`config.mk`:
```
export PLATFORM = sky130hd
export DESIGN_NAME = mem_stage
export DESIGN_NICKNAME = d
export VERILOG_FILES = /design/src/rtl/mem_stage_pkg.sv /design/src/rtl/mem_align.sv /design/src/rtl/mem_stage.sv
export SDC_FILE = /design/constraint.sdc
export NUM_CORES = 1
export LEC_CHECK = 0
export BUFFER_PORTS_ARGS = -buffer_cell sky130_fd_sc_hd__buf_4
export CAP_MARGIN = 20
export CELL_PAD_IN_SITES_DETAIL_PLACEMENT = 0
export CELL_PAD_IN_SITES_GLOBAL_PLACEMENT = 2
export CORE_MARGIN = 5
export CORE_UTILIZATION = 20
export CTS_CLUSTER_DIAMETER = 200
export DETAILED_ROUTE_END_ITERATION = 6
export PLACE_DENSITY_LB_ADDON = 0.1
export SKIP_LAST_GASP = 1
export SLEW_MARGIN = 20
export SYNTH_ARGS = -nofsm -noshare
export SYNTH_HDL_FRONTEND = slang
export SYNTH_HIERARCHICAL = 1
export SYNTH_SLANG_ARGS = --single-unit
```
`constraint.sdc`:
```
create_clock -name clk -period 2.3 [get_ports clk]
set_input_delay 0.23 -clock clk [delete_from_list [all_inputs] [get_ports clk]]
set_output_delay 0.23 -clock clk [all_outputs]
set_load 0.005 [all_outputs]
```
`src/rtl/mem_stage_pkg.sv`:
```
// ============================================================================
// Module      : mem_stage_pkg
// Description : Shared widths, mem_ctl field positions, size codes and FSM
//               states for the memory-access pipeline stage.
// Revision    : 1.0 - initial release
// ============================================================================
`default_nettype none

package mem_stage_pkg;

    localparam int REG_W       = 32;
    localparam int REG_ADDR_W  = 5;
    localparam int MEM_CTL_W   = 6;
    localparam int EX2MEM_W    = 108;
    localparam int MEM2WB_W    = 70;

    localparam int MEM_LD      = 5;
    localparam int MEM_ST      = 4;
    localparam int MEM_SZ_HI   = 3;
    localparam int MEM_SZ_LO   = 2;
    localparam int MEM_UNS     = 1;

    localparam logic [1:0] SZ_BYTE = 2'b00;
    localparam logic [1:0] SZ_HALF = 2'b01;
    localparam logic [1:0] SZ_WORD = 2'b10;

    typedef enum logic [1:0] {
        ST_IDLE = 2'b00,
        ST_REQ  = 2'b01,
        ST_WAIT = 2'b10,
        ST_DONE = 2'b11
    } mem_state_e;

    typedef struct packed {
        logic [MEM_CTL_W-1:0]  mem_ctl;
        logic [REG_W-1:0]      st_data;
        logic [REG_W-1:0]      exe_result;
        logic [REG_ADDR_W-1:0] rd_addr;
        logic                  rd_we;
        logic [REG_W-1:0]      pc;
    } ex2mem_bus_t;

    // The undefined size code 2'b11 is handled as a word everywhere.
    function automatic logic is_misaligned(input logic [1:0] size, input logic [1:0] addr_lo);
        logic mis;
        case (size)
            SZ_BYTE: mis = 1'b0;
            SZ_HALF: mis = addr_lo[0];
            default: mis = (addr_lo != 2'b00);
        endcase
        return mis;
    endfunction

endpackage

`default_nettype wire

```
`src/rtl/mem_align.sv`:
```
// ============================================================================
// Module      : mem_align
// Description : Combinational lane logic: store byte enables and replicated
//               write data, load lane extraction with sign/zero extension.
// Revision    : 1.0 - initial release
// ============================================================================
`default_nettype none

module mem_align
    import mem_stage_pkg::*;
(
    input  logic [1:0]       size_i,
    input  logic             uns_i,
    input  logic [1:0]       addr_lo_i,
    input  logic [REG_W-1:0] st_data_i,
    input  logic [REG_W-1:0] rdata_i,
    output logic [3:0]       be_o,
    output logic [REG_W-1:0] wdata_o,
    output logic [REG_W-1:0] ld_data_o
);

    logic [7:0]  lane_byte;
    logic [15:0] lane_half;

    always_comb begin
        lane_byte = rdata_i[8*addr_lo_i +: 8];
        lane_half = addr_lo_i[1] ? rdata_i[31:16] : rdata_i[15:0];

        be_o      = 4'b1111;
        wdata_o   = st_data_i;
        ld_data_o = rdata_i;
        case (size_i)
            SZ_BYTE: begin
                be_o      = 4'b0001 << addr_lo_i;
                wdata_o   = {4{st_data_i[7:0]}};
                ld_data_o = uns_i ? {24'b0, lane_byte} : {{24{lane_byte[7]}}, lane_byte};
            end
            SZ_HALF: begin
                be_o      = 4'b0011 << addr_lo_i;
                wdata_o   = {2{st_data_i[15:0]}};
                ld_data_o = uns_i ? {16'b0, lane_half} : {{16{lane_half[15]}}, lane_half};
            end
            default: begin
                be_o      = 4'b1111;
                wdata_o   = st_data_i;
                ld_data_o = rdata_i;
            end
        endcase
    end

endmodule

`default_nettype wire

```
`src/rtl/mem_stage.sv`:
```
// ============================================================================
// Module      : mem_stage
// Description : Pipeline MEM stage: one data-SRAM transaction per instruction
//               over req/gnt/rvalid, load alignment, MEM->WB bus generation.
// Revision    : 1.0 - initial release
// ============================================================================
`default_nettype none

module mem_stage
    import mem_stage_pkg::*;
(
    input  logic                  clk,
    input  logic                  rst_n,
    input  logic [EX2MEM_W-1:0]   ex2mem_bus_ri,
    input  logic                  ctl_mem_valid_i,
    input  logic                  ctl_mem_go_i,
    output logic                  ctl_mem_over_o,
    output logic [REG_ADDR_W-1:0] ctl_mem_dest_o,
    output logic [REG_W-1:0]      ctl_mem_pc_o,
    output logic                  ctl_mem_ale_o,
    output logic [MEM2WB_W-1:0]   mem2wb_bus_o,
    output logic                  dmem_req_o,
    output logic [3:0]            dmem_be_o,
    output logic [REG_W-1:0]      dmem_addr_o,
    output logic [REG_W-1:0]      dmem_wdata_o,
    input  logic                  dmem_gnt_i,
    input  logic                  dmem_rvalid_i,
    input  logic [REG_W-1:0]      dmem_rdata_i
);

    ex2mem_bus_t      bus;
    logic             is_load;
    logic             is_store;
    logic             is_mem;
    logic [1:0]       size;
    logic             misaligned;
    logic             ale;
    logic [3:0]       al_be;
    logic [REG_W-1:0] al_wdata;
    logic [REG_W-1:0] al_ld_data;
    logic [REG_W-1:0] wb_data;
    logic             unused_ctl_rsvd;

    mem_state_e       state_q, state_d;
    logic [REG_W-1:0] rdata_q, rdata_d;

    assign bus             = ex2mem_bus_ri;
    assign unused_ctl_rsvd = bus.mem_ctl[0];

    // Load wins when both load and store are set.
    assign is_load    = bus.mem_ctl[MEM_LD];
    assign is_store   = bus.mem_ctl[MEM_ST] & ~is_load;
    assign is_mem     = is_load | is_store;
    assign size       = bus.mem_ctl[MEM_SZ_HI:MEM_SZ_LO];
    assign misaligned = is_misaligned(size, bus.exe_result[1:0]);
    assign ale        = ctl_mem_valid_i & is_mem & misaligned;

    mem_align u_mem_align (
        .size_i    (size),
        .uns_i     (bus.mem_ctl[MEM_UNS]),
        .addr_lo_i (bus.exe_result[1:0]),
        .st_data_i (bus.st_data),
        .rdata_i   (rdata_q),
        .be_o      (al_be),
        .wdata_o   (al_wdata),
        .ld_data_o (al_ld_data)
    );

    always_ff @(posedge clk or negedge rst_n) begin
        if (!rst_n) begin
            state_q <= ST_IDLE;
            rdata_q <= '0;
        end else begin
            state_q <= state_d;
            rdata_q <= rdata_d;
        end
    end

    always_comb begin
        state_d = state_q;
        rdata_d = rdata_q;
        case (state_q)
            ST_IDLE: begin
                if (ctl_mem_valid_i && is_mem && !misaligned)
                    state_d = ST_REQ;
            end
            ST_REQ: begin
                if (dmem_gnt_i)
                    state_d = is_load ? ST_WAIT : ST_DONE;
            end
            ST_WAIT: begin
                if (dmem_rvalid_i) begin
                    rdata_d = dmem_rdata_i;
                    state_d = ST_DONE;
                end
            end
            ST_DONE: begin
                if (ctl_mem_go_i)
                    state_d = ST_IDLE;
            end
            default: state_d = ST_IDLE;
        endcase
    end

    // Request and payload come from state and the stable bus only, never from gnt.
    always_comb begin
        dmem_req_o     = (state_q == ST_REQ);
        dmem_be_o      = (dmem_req_o && is_store) ? al_be : 4'b0000;
        dmem_addr_o    = {bus.exe_result[REG_W-1:2], 2'b00};
        dmem_wdata_o   = al_wdata;
        ctl_mem_over_o = ctl_mem_valid_i & (~is_mem | misaligned | (state_q == ST_DONE));
        ctl_mem_ale_o  = ale;
        ctl_mem_dest_o = (ctl_mem_valid_i && bus.rd_we) ? bus.rd_addr : '0;
        ctl_mem_pc_o   = bus.pc;
        wb_data        = is_load ? al_ld_data : bus.exe_result;
        mem2wb_bus_o   = {bus.rd_addr, bus.rd_we & ~ale, wb_data, bus.pc};
    end

endmodule

`default_nettype wire

```
After elaboration in Yosys (flattened, before gate mapping)
Cells that the tools add are included.
- register bits after elaboration: 34
- output and inout port bits: 178
- word-level logic and storage cells: 50
- equality and inequality tests: 8
- shift-type cells: 3
- muxes and demuxes: 16
- bitwise gates (word level): 11
- reductions and logical operators: 10
- operators with widths (cell ; number):
    $pmux W32 S2 ; 2
    $mux W32 ; 3
    $shiftx A32 B6 Y8 ; 1
    $mux W16 ; 1
    $mux W2 ; 4
    $pmux W2 S4 ; 1
    $pmux W4 S2 ; 1
    $ne A2 B2 Y1 const B ; 3
    $and A1 B1 Y1 ; 5
    $mux W5 ; 1
    $eq A2 B1 Y1 const B ; 2
    $eq A2 B2 Y1 const B ; 2
    $logic_and A1 B1 Y1 ; 4
    $logic_not A2 Y1 ; 2
    $mux W4 ; 1
    $reduce_and A4 Y1 ; 1
    $shl A1 B2 Y4 const A ; 1
    $shl A2 B2 Y4 const A ; 1
    $not A1 Y1 ; 3
    $or A1 B1 Y1 ; 3
    $ne A2 B1 Y1 const B ; 1
    $pmux W1 S2 ; 1
    $reduce_and A2 Y1 ; 1
    $reduce_bool A2 Y1 ; 1
    other kinds (2) ; 2

Longest topological paths before layout
Gate-level depths: netlist of the first run.
- depth in word-level cells: 7
- mapped depth: 8

Cells and area by module
The synthesis of the first run kept the hierarchy.
- by module, submodules not included (module ; times used ; cells an instance ; area each (um2) ; sequential area each (um2)):
    mem_stage ; 1 ; 243 ; 2626.3 ; 850.8
    mem_align ; 1 ; 184 ; 1199.9 ; 0.0

Worst setup path after synthesis of the first run
Ideal clock, no wire load.
- path type: reg2out
- start point: register rdata_q[31]
- end point: output port mem2wb_bus_o[52]
- arrival: 1762 ps
- data required time: 2070 ps
- slack: 308 ps
- stages on the path, launching flop included: 8
- path buffers: 2
- cell sequence: dfrtp_1 > mux4_2 > and3b_1 > buf_6 > nor2_4 > buf_6 > nand2_1 > mux2_2
- word-level cells in the longest chain between the ends: 4
- elaborated cells on any way between the ends: 6
- ends and longest elaborated chain (item ; RTL line ; source):
    start, declared ; mem_stage.sv:45 ; logic [REG_W-1:0] rdata_q, rdata_d;
    start signal, assigned ; mem_stage.sv:75 ; rdata_q <= rdata_d;
    $shiftx A32 B6 Y8 / $mux W16 (equally long branches) ; mem_align.sv:26, mem_align.sv:27 ;
    $mux W32 (on tied branches) ; mem_align.sv:36, mem_align.sv:41 ;
    $pmux W32 S2 * ; mem_align.sv:32 ; case (size_i)
    named net al_ld_data[20] ; mem_stage.sv:40 ; logic [REG_W-1:0] al_ld_data;
    $mux W32 * ; mem_stage.sv:115 ; wb_data = is_load ? al_ld_data : bus.exe_result;
    end, declared ; mem_stage.sv:21 ; output logic [MEM2WB_W-1:0] mem2wb_bus_o,
The timed path passes the listed nets; every way through them passes the cells marked *.

Worst setup path after layout of the first run
- start point: register rdata_q[23]
- end point: output port mem2wb_bus_o[54]
- word-level cells in the longest chain between the ends: 4
- ends and longest elaborated chain (item ; RTL line ; source):
    $shiftx A32 B6 Y8 ; mem_align.sv:26 ; lane_byte = rdata_i[8*addr_lo_i +: 8];
    $mux W32 ; mem_align.sv:36 ; ld_data_o = uns_i ? {24'b0, lane_byte} : {{24{lane_byte[7]}}, lane_byte};
    $pmux W32 S2 ; mem_align.sv:32 ;
    named net al_ld_data[22] ; mem_stage.sv:40 ;
    $mux W32 ; mem_stage.sv:115 ;
The timed path passes the listed nets, and every way through them passes these cells.

==> flow_metrics.tcl, run 1 <==
set metrics [dict create \
    outcome "complete, but fails checks" \
    violations "setup timing" \
    first_global_vias 3501 \
    place_ws_ns 0.0938 \
    required_ns 2.07 \
    clock_latency_ns 0.28 \
    antenna_found_initial 0 \
    setup_slack_ns -0.131 \
    startpoint "rdata_q[23]$_DFFE_PN0P_" \
    p_leak_uw 0.00266 \
    seq_power_share_pct 29.5 \
    ys_async_sr_fraction_pct 100 \
    die_w_um 148 \
    synth_cell_types 38 \
    hold_viol 0 \
    p_int_uw 2810 \
    crit_type "reg -> out" \
    root_buffer "clkbuf_16" \
    synth.top_cells.by_count "110 x buf_4, 77 x mux2_2, 50 x nand2_1" \
    fmax_ghz 0.411 \
    tritoncts "done" \
    die-area_um2 22000 \
    ant_nets 0 \
    fin_hold_ws_ns 0.166 \
    setup_viol 24 \
    critPathSlowestCell "mux4_2" \
    htreeDepth 2 \
    endpoint_kind "primary output" \
    irDropWorstVdd_uv 295 \
    synth_edf_count 0 \
    p_per_area_nw_per_um2 800 \
    synthFlopType "dfrtp_1" \
    drive_gt1_share_pct 61.7 \
    routedWlPerCell_um 19.1 \
    max_stage_delay_ns 0.47 \
    die_y_um 148 \
    cts_buffers 5 \
    routed_wl_um 14900 \
    pwr-share-comb_pct 49.3 \
    synth.top_cells.by_area "mux2_2 23%, dfrtp_1 22%, buf_4 22%" \
    cp.arrival_ns 2.20 \
    synth_top_area_share_pct 22.7 \
    syn_area_um2 3830 \
    rr_startpoint "state_q[0]$_DFFE_PN0P_" \
    finClkSkew_ns 0.00326 \
    drc 0 \
    maxCapViolCount 0 \
    grt_usage_pct 12.5 \
    grt_overflow 0 \
    synth_top_cell_by_area "mux2_2" \
    path_max_fanout 16 \
    cp-start-kind "flip-flop" \
    min_path_type "in -> reg" \
    gp_congestion 0.752 \
    yosysWarnings 6 \
    numPortBuffers 224 \
    place.detailed.hpwl_um 12200 \
    clkPwrFrac_pct 21.2 \
    clkTransAtPathRegs_ns 0.06 \
    grt_max_degree 35 \
    setup_tns_ns -2.21 \
    ioPinCount 324 \
    vias_per_cell 4.30 \
    vias 3353 \
    antenna_cells 0 \
    grt_pass1_wl_um 21600 \
    start_util_pct 20.4 \
    min_period_ns 2.43 \
    rows 50 \
    ys_ff_latch 34 \
    final-max-slew-violation-count 0 \
    p_sw_uw 1420 \
    worst-r2r-setup-slack_ns 0.42 \
    yosysSeqAreaShare_pct 22.2 \
    switching_share_pct 33.6 \
    cts.sinks 34 \
    core_um2 18800 \
    first_pass_iters 4 \
    avgSynthCellArea_um2 8.96 \
    netlist_instances 427 \
    synth.most_common_cell "buf_4" \
    fillCellCount 2008 \
    min-delay-start "dmem_rdata_i[4]" \
    cp_cell_sequence "mux4_2 > and3b_2 > nor2_4 > buf_12 > nand2_1 > mux2_2 > buf_4" \
    finalCritPeriodShare_pct 106 \
    rsz0062_at_grt "yes" \
    drt_iter0_drc 101 \
    syn_to_final_growth_pct 38.4 \
    cts.path.max_buffers 2 \
    nets 695 \
]
-- per-layer routing --
layer	wire length (um)	vias up	track usage, %
met2	7320	190	22.2
met4	97	0	2.26
li1	-	1602	-
met3	1430	12	3.99
met1	6050	1549	15.1
met5	0	-	0
-- worst max-delay path, delay by kind of cell (launching register included) --
family	cells	cell delay, ns
DFF	1	0.40
muxes	2	0.73
buffers and inverters	2	0.28
and+or+nand+nor	3	0.50
-- sequential cells by signal, indices dropped and copies added (netlist names) --
register	flops
rdata_q	32
state_q	2
-- power groups by stage --
stage	combinational, uW	clock (uW)	sequential, uW
after detailed placement	2050	0	1260
after CTS	2140	932	1250
final	2090	898	1250
after global placement	2030	0	1250
after global routing	2310	950	1290
after floorplan	1310	0	1120
-- path summary, 6_finish.rpt --
check / endpoint / cells after the start
setup reg to reg: state_q[1]$_DFFE_PN0P_ / 6
hold reg to reg: rdata_q[6]$_DFFE_PN0P_ / 1
setup / recovery: mem2wb_bus_o[54] / 7
min in group asynchronous: state_q[1]$_DFFE_PN0P_ / 2
hold / removal: rdata_q[4]$_DFFE_PN0P_ / 2
max in group asynchronous: rdata_q[14]$_DFFE_PN0P_ / 2
-- stage by stage --
stage / power (uW) / instances / area (um^2) / utilization, %
6_report: 4240 / 779 / 5290 / 28.2
5_1_grt: 4550 / 779 / 5290 / 28.2
4_1_cts: 4320 / 779 / 5290 / 28.2
3_5_place_dp: 3310 / 768 / 5010 / 26.7
3_3_place_gp: 3280 / 768 / 5010 / 26.7
2_1_floorplan: 2430 / 428 / 3830 / -
-- cells in the final DEF, fill, tap and decap left out, types with 2 or more instances in the layout --
cell type  count
buf_4        233
mux2_2        69
nand2_1       49
dfrtp_1       34
o21ai_0       18
a221o_1       15
inv_1         13
and3_1        10
mux2i_1       10
a21oi_1        9
mux2_4         8
buf_6          8
nor4bb_1       7
o2bb2ai_1      7
nor2_1         6
nor2b_1        5
ha_1           5
clkbuf_16      5
mux2_1         4
nand2b_1       3
conb_1         2
bufinv_16      2
and3b_2        2
buf_12         2
o21bai_1       2
-- cells by family after synthesis --
logic type	share of synthesized area, %
AO/OA/AOI/OAI	11.1
adder cells (fa/ha/maj)	1.64
buffers and inverters	26.3
flip-flops	22.2
multiplexers	27.0
other	0.0980
AND/OR/NAND/NOR	11.7
-- cell type report --
class                      instances  area [um^2]  share of cell area (%)
sequential                        34          851                    16.1
tap                              234          293                    5.53
clock inverter                     3         68.8                    1.30
timing repair buffer             244         1890                    35.7
multi-input combinational        246         2020                    38.1
clock buffer                       5          125                    2.36
inverter                          13         48.8                   0.922
-- repair_timing --
action | in CTS | in global routing
cloned | 1 | 0
hold buffers | 1 | 0
resized for setup | 18 | 0
endpoints found under the setup margin | 24 | 24
pin swaps | 0 | 0
endpoints found under the hold margin | 34 | 0
buffers inserted | 1 | 0
No activity file was read; power rests on OpenSTA's default activity.
==> inputs of run 2 (changes only) <==
==> constraint.sdc (replaced) <==
create_clock -name clk -period 2.5 [get_ports clk]
set_input_delay 0.25 -clock clk [delete_from_list [all_inputs] [get_ports clk]]
set_output_delay 0.25 -clock clk [all_outputs]
set_load 0.005 [all_outputs]
==> run 2 against run 1 <==
Against the previous run:
- the run now ends clean
- wire length fell by 0.60%
- sequential share of layout area grew 0.44 points
- critical path type unchanged
- critical path depth unchanged
- utilization fell by 0.75 points
==> flow_metrics.tcl, run 2 (synthesis gave the netlist of run 1 again) <==
set metrics [dict create \
    htreeDepth 2 \
    clkTransAtPathRegs_ns 0.06 \
    syn_to_final_growth_pct 34.7 \
    r2r_end "state_q[1]$_DFFE_PN0P_" \
    routedWlPerCell_um 19.2 \
    die_w_um 148 \
    vias 3416 \
    seq_power_share_pct 31.6 \
    post-route-cell-area_um2 5150 \
    rsz0062_at_grt "yes" \
    largest_reg_flops 32 \
    drt_iter0_drc 185 \
    drc 0 \
    min_path_type "in -> reg" \
    reg_top3 "rdata_q: 32 flops, state_q: 2 flops" \
    worst-r2r-setup-slack_ns 0.64 \
    fmax_ghz 0.403 \
    p_per_area_nw_per_um2 708 \
    irDropWorstVdd_uv 284 \
    endpoint_kind "primary output" \
    cp-start-kind "flip-flop" \
    grt_overflow 0 \
    fin_hold_ws_ns 0.183 \
    drive_gt1_share_pct 61.0 \
    core_um2 18800 \
    setup_slack_ns 0.0216 \
    max_stage_delay_ns 0.49 \
    reg2reg_depth 6 \
    top_register "rdata_q" \
    layout_commonest_cell "buf_4" \
    place.detailed.hpwl_um 11800 \
    start_util_pct 20.4 \
    ioPinCount 324 \
    ant_nets 0 \
    finClkSkew_ns 0.00242 \
    die-area_um2 22000 \
    slew_headroom_pct 41.0 \
    vias_per_cell 4.42 \
    numPortBuffers 224 \
    switching_share_pct 35.4 \
    first_pass_iters 4 \
    worstMarginPinSlew_ns 0.883 \
    clock_latency_ns 0.28 \
    hold_end "rdata_q[4]$_DFFE_PN0P_" \
    grt_usage_pct 12.7 \
    tritoncts "done" \
    grt_pass1_wl_um 22000 \
    placed_area_um2 4950 \
    required_ns 2.25 \
    final-max-slew-violation-count 0 \
    critPathSlowestCell "mux4_2" \
    outcome "finished clean" \
    rr_startpoint "state_q[0]$_DFFE_PN0P_" \
    hold_viol 0 \
    startpoint "rdata_q[23]$_DFFE_PN0P_" \
    finalCritPeriodShare_pct 99.1 \
    pwr-share-comb_pct 50.8 \
    antenna_found_initial 0 \
    min-delay-start "dmem_rdata_i[4]" \
    cp.buffers_inverters 2 \
    cp_top_family "multiplexers" \
    place_ws_ns 0.230 \
    mostFrequentLayoutCells "233 x buf_4, 74 x mux2_2, 49 x nand2_1, 34 x dfrtp_1, 18 x o21ai_0" \
    p_int_uw 2360 \
    p_sw_uw 1290 \
    root_buffer "clkbuf_16" \
    grt_max_degree 52 \
    rows 50 \
    crit_type "reg -> out" \
    path_max_fanout 16 \
    routed_wl_um 14800 \
    clkPwrFrac_pct 17.6 \
    cts.sinks 34 \
    cp.arrival_ns 2.23 \
    gp_congestion 0.737 \
    setup_tns_ns 0 \
    min_period_ns 2.48 \
    hold_depth 2 \
    die_y_um 148 \
    first_global_vias 3557 \
    cts_buffers 5 \
    nets 688 \
    maxCapViolCount 0 \
    antenna_cells 0 \
    p_leak_uw 0.00257 \
    cts.path.max_buffers 2 \
    cp_cell_sequence "mux4_2 > and3b_2 > nor2_4 > buf_12 > nand2_1 > mux2_2 > buf_4" \
    setup_viol 0 \
]
==> run 2: worst reg2reg max path, stage by stage, from the launching register on <==
cell and delay, ns:
dfrtp_1 0.42, inv_1 0.12, ha_1 0.23, nor2b_1 0.13
a2111o_1 0.35, a21oi_2 0.17, mux2_1 0.33
==> run 2: repair_timing <==
item                       in CTS  in global routing
hold endpoints to repair       34                  0
gates resized for setup         1                  4
setup endpoints to repair      24                 19
buffers inserted                2                  0
cloned                          1                  0
hold buffers                    1                  0
==> run 2: power groups by stage <==
stage | Combinational, uW | Sequential [uW] | Clock (uW)
5_1_grt | 2060 | 1200 | 685
6_report | 1850 | 1150 | 641
4_1_cts | 1890 | 1160 | 657
3_5_place_dp | 1840 | 1180 | 0
2_1_floorplan | 1200 | 1030 | 0
3_3_place_gp | 1820 | 1160 | 0
==> run 2: worst max-delay path by stage <==
stage / endpoint / slack (ns) / depth (start not counted)
floorplan: mem2wb_bus_o[52] / 0.49 / 7
global placement: mem2wb_bus_o[46] / 0.23 / 5
detailed placement: mem2wb_bus_o[61] / 0.23 / 7
CTS: mem2wb_bus_o[61] / 0.02 / 7
global route: mem2wb_bus_o[56] / -0.07 / 7
finish: mem2wb_bus_o[54] / 0.02 / 7
==> run 2: layout make-up <==
cell class	instances	area (um^2)
clock buffer	6	139
clock inverter	2	12.5
fill	2055	13600
inverter	13	48.8
multi-input combinational	246	2000
sequential	34	851
tap	234	293
timing repair buffer	237	1810
==> run 2: metrics by stage <==
stage                     util, %  power [uW]  std cells
after floorplan                 -        2230        428
after global placement       26.4        2990        760
after detailed placement     26.4        3010        760
after CTS                    27.4        3710        772
after global routing         27.5        3950        772
final                        27.5        3650        772
==> run 2: metal layers <==
metal,part of all wire (%),track usage (%)
met2,49,22.2
met4,0.64,1.85
met5,0,0
met1,41,15.6
met3,9.7,4.08
